**config.mk**
```make
export PLATFORM = sky130hd
export DESIGN_NAME = ibex_compressed_encoder
export DESIGN_NICKNAME = d
export VERILOG_FILES = /design/src/rtl/ibex_pkg.sv /design/src/rtl/ibex_compressed_encode_lut.sv /design/src/rtl/ibex_compressed_encoder.sv
export SDC_FILE = /design/constraint.sdc
export NUM_CORES = 1
export LEC_CHECK = 0
export CORE_MARGIN = 2
export CORE_UTILIZATION = 45
export DETAILED_ROUTE_END_ITERATION = 6
export HOLD_SLACK_MARGIN = 0.02
export PLACE_DENSITY = 0.72
export SLEW_MARGIN = 20
export SYNTH_ARGS = -nofsm -noshare
export SYNTH_HDL_FRONTEND = slang
export SYNTH_SLANG_ARGS = --single-unit
export TNS_END_PERCENT = 20
```
**constraint.sdc**
```tcl
create_clock -name clk_i -period 3.3 [get_ports clk_i]
set_input_delay 0.33 -clock clk_i [delete_from_list [all_inputs] [get_ports clk_i]]
set_output_delay 0.33 -clock clk_i [all_outputs]
set_load 0.1 [all_outputs]
```
**src/rtl/ibex_pkg.sv**
```systemverilog
// Shared constants and types for the RVC encoder/packer.
// The c.lw/c.sw path is enabled by defining IBEX_RVC_ENCODE_LOADSTORE_EN.
package ibex_pkg;

    typedef enum logic {
        PACK_EMPTY = 1'b0,
        PACK_HALF  = 1'b1
    } pack_state_e;

    localparam logic [6:0] OPCODE_LOAD   = 7'h03;
    localparam logic [6:0] OPCODE_OP_IMM = 7'h13;
    localparam logic [6:0] OPCODE_STORE  = 7'h23;
    localparam logic [6:0] OPCODE_OP     = 7'h33;
    localparam logic [6:0] OPCODE_JALR   = 7'h67;
    localparam logic [6:0] OPCODE_SYSTEM = 7'h73;

    localparam logic [31:0] INSTR_EBREAK = {12'h001, 13'h0, OPCODE_SYSTEM};
    localparam logic [15:0] C_NOP        = 16'h0001;
    localparam logic [15:0] C_EBREAK     = 16'h9002;

endpackage

```
**src/rtl/ibex_compressed_encode_lut.sv**
```systemverilog
// Combinational RV32I -> RVC mapping; first matching rule wins.
// c.lw/c.sw are only produced when IBEX_RVC_ENCODE_LOADSTORE_EN is defined.
module ibex_compressed_encode_lut
    import ibex_pkg::*;
(
    input  logic [31:0] instr_i,
    output logic [15:0] instr_c_o,
    output logic        is_comp_o
);

    logic [6:0]  opcode;
    logic [4:0]  rd;
    logic [4:0]  rs1;
    logic [4:0]  rs2;
    logic [2:0]  funct3;
    logic [6:0]  funct7;
    logic [11:0] imm_i;
    logic        imm_fits6;
    logic        is_jalr0;
    logic        is_add;
    logic        is_addi;
    logic        is_slli;

    assign opcode = instr_i[6:0];
    assign rd     = instr_i[11:7];
    assign funct3 = instr_i[14:12];
    assign rs1    = instr_i[19:15];
    assign rs2    = instr_i[24:20];
    assign funct7 = instr_i[31:25];
    assign imm_i  = instr_i[31:20];

    // 6-bit signed immediate: bits [11:5] must all replicate the sign
    assign imm_fits6 = (imm_i[11:5] == 7'h00) || (imm_i[11:5] == 7'h7f);

    assign is_jalr0 = (opcode == OPCODE_JALR) && (funct3 == 3'b000) &&
                      (imm_i == 12'h000) && (rs1 != 5'd0);
    assign is_add   = (opcode == OPCODE_OP) && (funct3 == 3'b000) &&
                      (funct7 == 7'h00) && (rd != 5'd0) && (rs2 != 5'd0);
    assign is_addi  = (opcode == OPCODE_OP_IMM) && (funct3 == 3'b000) &&
                      (rd != 5'd0) && imm_fits6;
    assign is_slli  = (opcode == OPCODE_OP_IMM) && (funct3 == 3'b001) &&
                      (funct7 == 7'h00) && (rd != 5'd0) && (rs1 == rd) && (rs2 != 5'd0);

`ifdef IBEX_RVC_ENCODE_LOADSTORE_EN
    logic [11:0] imm_s;
    logic        is_clw;
    logic        is_csw;

    assign imm_s  = {instr_i[31:25], instr_i[11:7]};
    // x8..x15 only, word-aligned offset in [0,124]
    assign is_clw = (opcode == OPCODE_LOAD) && (funct3 == 3'b010) &&
                    (rd[4:3] == 2'b01) && (rs1[4:3] == 2'b01) &&
                    (imm_i[11:7] == 5'd0) && (imm_i[1:0] == 2'b00);
    assign is_csw = (opcode == OPCODE_STORE) && (funct3 == 3'b010) &&
                    (rs2[4:3] == 2'b01) && (rs1[4:3] == 2'b01) &&
                    (imm_s[11:7] == 5'd0) && (imm_s[1:0] == 2'b00);
`endif

    always_comb begin
        instr_c_o = 16'h0000;
        is_comp_o = 1'b1;
        if (instr_i[1:0] != 2'b11) begin
            instr_c_o = instr_i[15:0];
        end else if (instr_i == INSTR_EBREAK) begin
            instr_c_o = C_EBREAK;
        end else if (is_jalr0 && (rd == 5'd0)) begin
            instr_c_o = {4'b1000, rs1, 5'd0, 2'b10};
        end else if (is_jalr0 && (rd == 5'd1)) begin
            instr_c_o = {4'b1001, rs1, 5'd0, 2'b10};
        end else if (is_add && (rs1 == 5'd0)) begin
            instr_c_o = {4'b1000, rd, rs2, 2'b10};
        end else if (is_add && (rs1 == rd)) begin
            instr_c_o = {4'b1001, rd, rs2, 2'b10};
        end else if (is_addi && (rs1 == 5'd0)) begin
            instr_c_o = {3'b010, imm_i[5], rd, imm_i[4:0], 2'b01};
        end else if (is_addi && (rs1 == rd) && (imm_i != 12'h000)) begin
            instr_c_o = {3'b000, imm_i[5], rd, imm_i[4:0], 2'b01};
        end else if (is_slli) begin
            instr_c_o = {3'b000, 1'b0, rd, rs2, 2'b10};
`ifdef IBEX_RVC_ENCODE_LOADSTORE_EN
        end else if (is_clw) begin
            instr_c_o = {3'b010, imm_i[5:3], rs1[2:0], imm_i[2], imm_i[6], rd[2:0], 2'b00};
        end else if (is_csw) begin
            instr_c_o = {3'b110, imm_s[5:3], rs1[2:0], imm_s[2], imm_s[6], rs2[2:0], 2'b00};
`endif
        end else begin
            is_comp_o = 1'b0;
        end
    end

endmodule

```
**src/rtl/ibex_compressed_encoder.sv**
```systemverilog
// Encodes RV32I instructions to RVC where possible and packs halfwords into 32-bit words.
// Define IBEX_RVC_ENCODE_LOADSTORE_EN to also compress lw/sw (handled in the LUT).
module ibex_compressed_encoder
    import ibex_pkg::*;
(
    input  logic        clk_i,
    input  logic        rst_ni,
    input  logic        valid_i,
    input  logic [31:0] instr_i,
    output logic        ready_o,
    input  logic        flush_i,
    output logic        word_valid_o,
    output logic [31:0] word_o,
    input  logic        word_ready_i,
    output logic        half_pending_o,
    output logic [15:0] compressed_cnt_o
);

    pack_state_e state_q, state_d;
    logic [15:0] pending_q, pending_d;
    logic [31:0] word_q, word_d;
    logic        word_valid_q, word_valid_d;
    logic [15:0] cnt_q, cnt_d;
    logic [15:0] instr_c;
    logic        is_comp;
    logic        xfer;

    ibex_compressed_encode_lut u_lut (
        .instr_i   (instr_i),
        .instr_c_o (instr_c),
        .is_comp_o (is_comp)
    );

    assign ready_o = !word_valid_q || word_ready_i;
    assign xfer    = valid_i && ready_o;

    always_comb begin
        state_d      = state_q;
        pending_d    = pending_q;
        word_d       = word_q;
        word_valid_d = word_valid_q && !word_ready_i;
        cnt_d        = cnt_q;
        if (xfer) begin
            if (is_comp && (cnt_q != 16'hFFFF)) begin
                cnt_d = cnt_q + 16'd1;
            end
            case (state_q)
                PACK_EMPTY: begin
                    if (is_comp) begin
                        pending_d = instr_c;
                        state_d   = PACK_HALF;
                    end else begin
                        word_d       = instr_i;
                        word_valid_d = 1'b1;
                    end
                end
                PACK_HALF: begin
                    word_valid_d = 1'b1;
                    if (is_comp) begin
                        word_d    = {instr_c, pending_q};
                        pending_d = 16'h0000;
                        state_d   = PACK_EMPTY;
                    end else begin
                        // upper half of the 32-bit form becomes the new pending halfword
                        word_d    = {instr_i[15:0], pending_q};
                        pending_d = instr_i[31:16];
                    end
                end
            endcase
        end else if (flush_i && ready_o && (state_q == PACK_HALF)) begin
            word_d       = {C_NOP, pending_q};
            word_valid_d = 1'b1;
            pending_d    = 16'h0000;
            state_d      = PACK_EMPTY;
        end
    end

    always_ff @(posedge clk_i or negedge rst_ni) begin
        if (!rst_ni) begin
            state_q      <= PACK_EMPTY;
            pending_q    <= 16'h0000;
            word_q       <= 32'h0000_0000;
            word_valid_q <= 1'b0;
            cnt_q        <= 16'h0000;
        end else begin
            state_q      <= state_d;
            pending_q    <= pending_d;
            word_q       <= word_d;
            word_valid_q <= word_valid_d;
            cnt_q        <= cnt_d;
        end
    end

    assign word_valid_o     = word_valid_q;
    assign word_o           = word_q;
    assign half_pending_o   = (state_q == PACK_HALF);
    assign compressed_cnt_o = cnt_q;

endmodule

```
==> flow_summary.toml <==
[placed_design]
routabilityCongestion = 0.959
io_buffers = 87
dpl_cell_area_um2 = 5670
dpl_worst_slack_ns = 0.0305
dp_hpwl_um = 11100

[global_routing]
track_usage = 0.306
use_met1 = 0.415
grt_pass1_vias = 4391
grt_pass1_wl_um = 23500
gr-total-overflow = 0
grt_use_met3 = 0.0829
grt_start_max_net_pins = 44
grtUsageMet2 = 0.470
busiest_layer = "met2"
antenna_found_initial = 0

[synthesis]
synth_nets = 477
synth_cell_types = 71
synth_seq_cells = 66
synth_ff_type = "dfrtp_1"
avgSynthCellArea_um2 = 9.52
synth_top_area_frac = 0.395
synth_seq_area_share = 0.395
async_reset_ff_frac = 1.00
synth-edff-count = 0
syn_inst = 439
synth_top_cell_by_area = "dfrtp_1"
yosys_warnings = 0
syn_area_um2 = 4180
synth.top_cells.by_area = "dfrtp_1, nand2_1, mux2_4"

[power_and_ir_drop]
ir_drop_uv = 749
power_leakage_nw = 2.55
switching_share = 0.551
power_density_nw_per_um2 = 906
combPwrFrac = 0.620
intPower_mw = 2.39
seq_power_share = 0.245
p_sw_mw = 2.93
p_clk_frac = 0.135

[timing]
slew_headroom = 0.331
fin_tns_setup_ns = 0
timing.final.crit_share = 0.885
finalMaxSlewViolations = 0
fin_worst_skew_ns = 0.00395
rsz0062_at_grt = "no"
period_minus_slack_ns = 2.92
tightest_slew_ns = 1.00
setup_viol = 0
max_freq_mhz = 342
fin_ws_ns = 0.378
final-hold-violation-count = 0

[clock_network]
cts.reportedPaths.clkPinSlew_ns = 0.08
cts_buffer_depth = 2
numCtsBuffers = 9
cts-hold-fix-buffers = 0
ctsHtreeMaxLevel = 3
clkSinkCount = 66
cts-resized-gates = 0
postCtsSetupRepairBufs = 0
clkLatencyLatePin_ns = 0.35
clock-root-buffer = "clkbuf_8"
cts_tree = "done"

[critical_path]
critPathRequiredTime_ns = 3.54
cp_num_buf_inv = 3
path_max_fanout = 22
reg2reg_to = "compressed_cnt_o[11]"
cp_top_family = "compound AO/OA/AOI/OAI gates"
worstSetupPathType = "in -> reg"
cp_data_arrival_time_ns = 3.16
end_kind = "flop"
cp.depth = 10
r2r_start = "compressed_cnt_o[0]"
path_cells = "clkdlybuf4s50_1 > or4_1 > o21ai_1 > nor4bb_2 > buf_4 > a211oi_4 > o211a_4 > o21a_1 > buf_12 > mux2_2"
critPathMaxStageDelay_ns = 0.59
startpoint = "instr_i[11]"
rrSetupSlack_ns = 0.85
cpMaxStageDelayCell = "or4_1"
ff2ff_path_depth = 9
cp-start-kind = "input pin"

[hold_path]
hp-class = "in -> async"

[cells_and_area]
register_area_um2 = 1650
drive_gt1_frac = 0.227
fill_cells = 764
syn_to_final_growth_pct = 40.4
antenna-diode-count = 0
multi_input_area_um2 = 2320
fin_area_um2 = 5870
nets = 629

[floorplanning]
dieHeight_um = 100
die_x_um = 100
core_um2 = 9110
die-area_um2 = 10100
num_rows = 35
initial_core_util = 0.459
boundaryPins = 88

[routing]
via_per_inst = 5.99
dr.pass1.iters = 5
wl_um = 14900
wl_per_cell_um = 21.1
drtIter0Drc = 258
dr_total_vias = 4235
ant_nets = 0
drc = 0

[job]
drv_cap = 0

[run_status]
status = "finished clean"
## stage by stage
stage          hold WS (ns)  power, mW  utilization  instances
4_1_cts              0.0446       5.32        0.644        707
2_1_floorplan        0.0344       3.73            -        439
3_3_place_gp          0.399       4.56        0.622        691
5_1_grt              0.0720       5.53        0.644        707
3_5_place_dp          0.424       4.61        0.622        691
6_report             0.0198       5.32        0.644        707
## cell usage after synthesis (7+ instances only)
library cell and instances:
dfrtp_1 66, nand2_1 66, a21oi_1 21, nand3_1 21, clkbuf_1 20, nor2_1 17
xnor2_1 17, inv_1 14, mux2_4 14, a221o_1 13, o21ai_0 11, mux2i_1 10
nand4_1 8, and3_1 7, nor3_1 7, o211ai_1 7
## cells in the final DEF (no fill, tap or decap), types with 4 or more instances in the layout
master           instances
a211oi_1                 6
a21oi_1                 21
a221o_1                 13
a22o_1                   6
a31oi_1                  5
and2_1                   5
and3_1                   7
and4_1                   6
buf_4                   83
clkbuf_8                 9
clkdlybuf4s50_1         84
dfrtp_1                 66
inv_1                   14
mux2_2                   6
mux2_4                  14
mux2i_1                 10
nand2_1                 66
nand2b_1                 4
nand3_1                 21
nand4_1                  8
nor2_1                  17
nor3_1                   7
nor3b_1                  4
nor4_1                   4
o2111ai_1                4
o211ai_1                 7
o21ai_0                 10
o2bb2ai_1                6
o32ai_1                  4
xnor2_1                 17
## state kept, by name, summed over array words and instances, names as in the netlist
register	cells
compressed_cnt_o	16
word_valid_o	1
word_o	32
half_pending_o	1
pending_q	16
## worst max path at each step
stage                                      end  slack (ns)
final                               word_o[17]        0.38
after global routing                word_o[17]        0.25
after CTS                           word_o[17]        0.38
after detailed placement            word_o[15]        0.03
after global placement              word_o[17]        0.06
after floorplan           compressed_cnt_o[11]        0.45
## routing by layer
layer	vias to the layer above	wire [um]
li1	1948	-
met1	2070	6540
met2	183	6840
met3	34	1080
met4	0	479
met5	-	0
## power by group through the flow
stage / logic (mW) / clock network, mW / registers (mW)
2_1_floorplan: 0.799 / 0 / 2.93
3_3_place_gp: 3.26 / 0 / 1.30
3_5_place_dp: 3.29 / 0 / 1.31
4_1_cts: 3.30 / 0.720 / 1.30
5_1_grt: 3.43 / 0.763 / 1.34
6_report: 3.30 / 0.720 / 1.30
## kinds of logic after synthesis
logic type | after synthesis | share of synthesized area
AO/OA/AOI/OAI | 113 | 0.209
XOR/XNOR | 18 | 0.0377
flip-flops | 66 | 0.395
AND/OR/NAND/NOR | 168 | 0.215
buffers and inverters | 43 | 0.0506
adder cells (fa/ha/maj) | 1 | 0.00299
multiplexers | 30 | 0.0904
## layout make-up
| type | instances | share of cell area |
|---|---|---|
| clock inverters | 7 | 0.0130 |
| well taps | 111 | 0.0237 |
| inverters | 14 | 0.00895 |
| multi-input cells | 330 | 0.395 |
| clock buffers | 9 | 0.0211 |
| flip-flops and latches | 66 | 0.281 |
| repair buffers | 170 | 0.257 |
(Power assumes the default switching activity.)
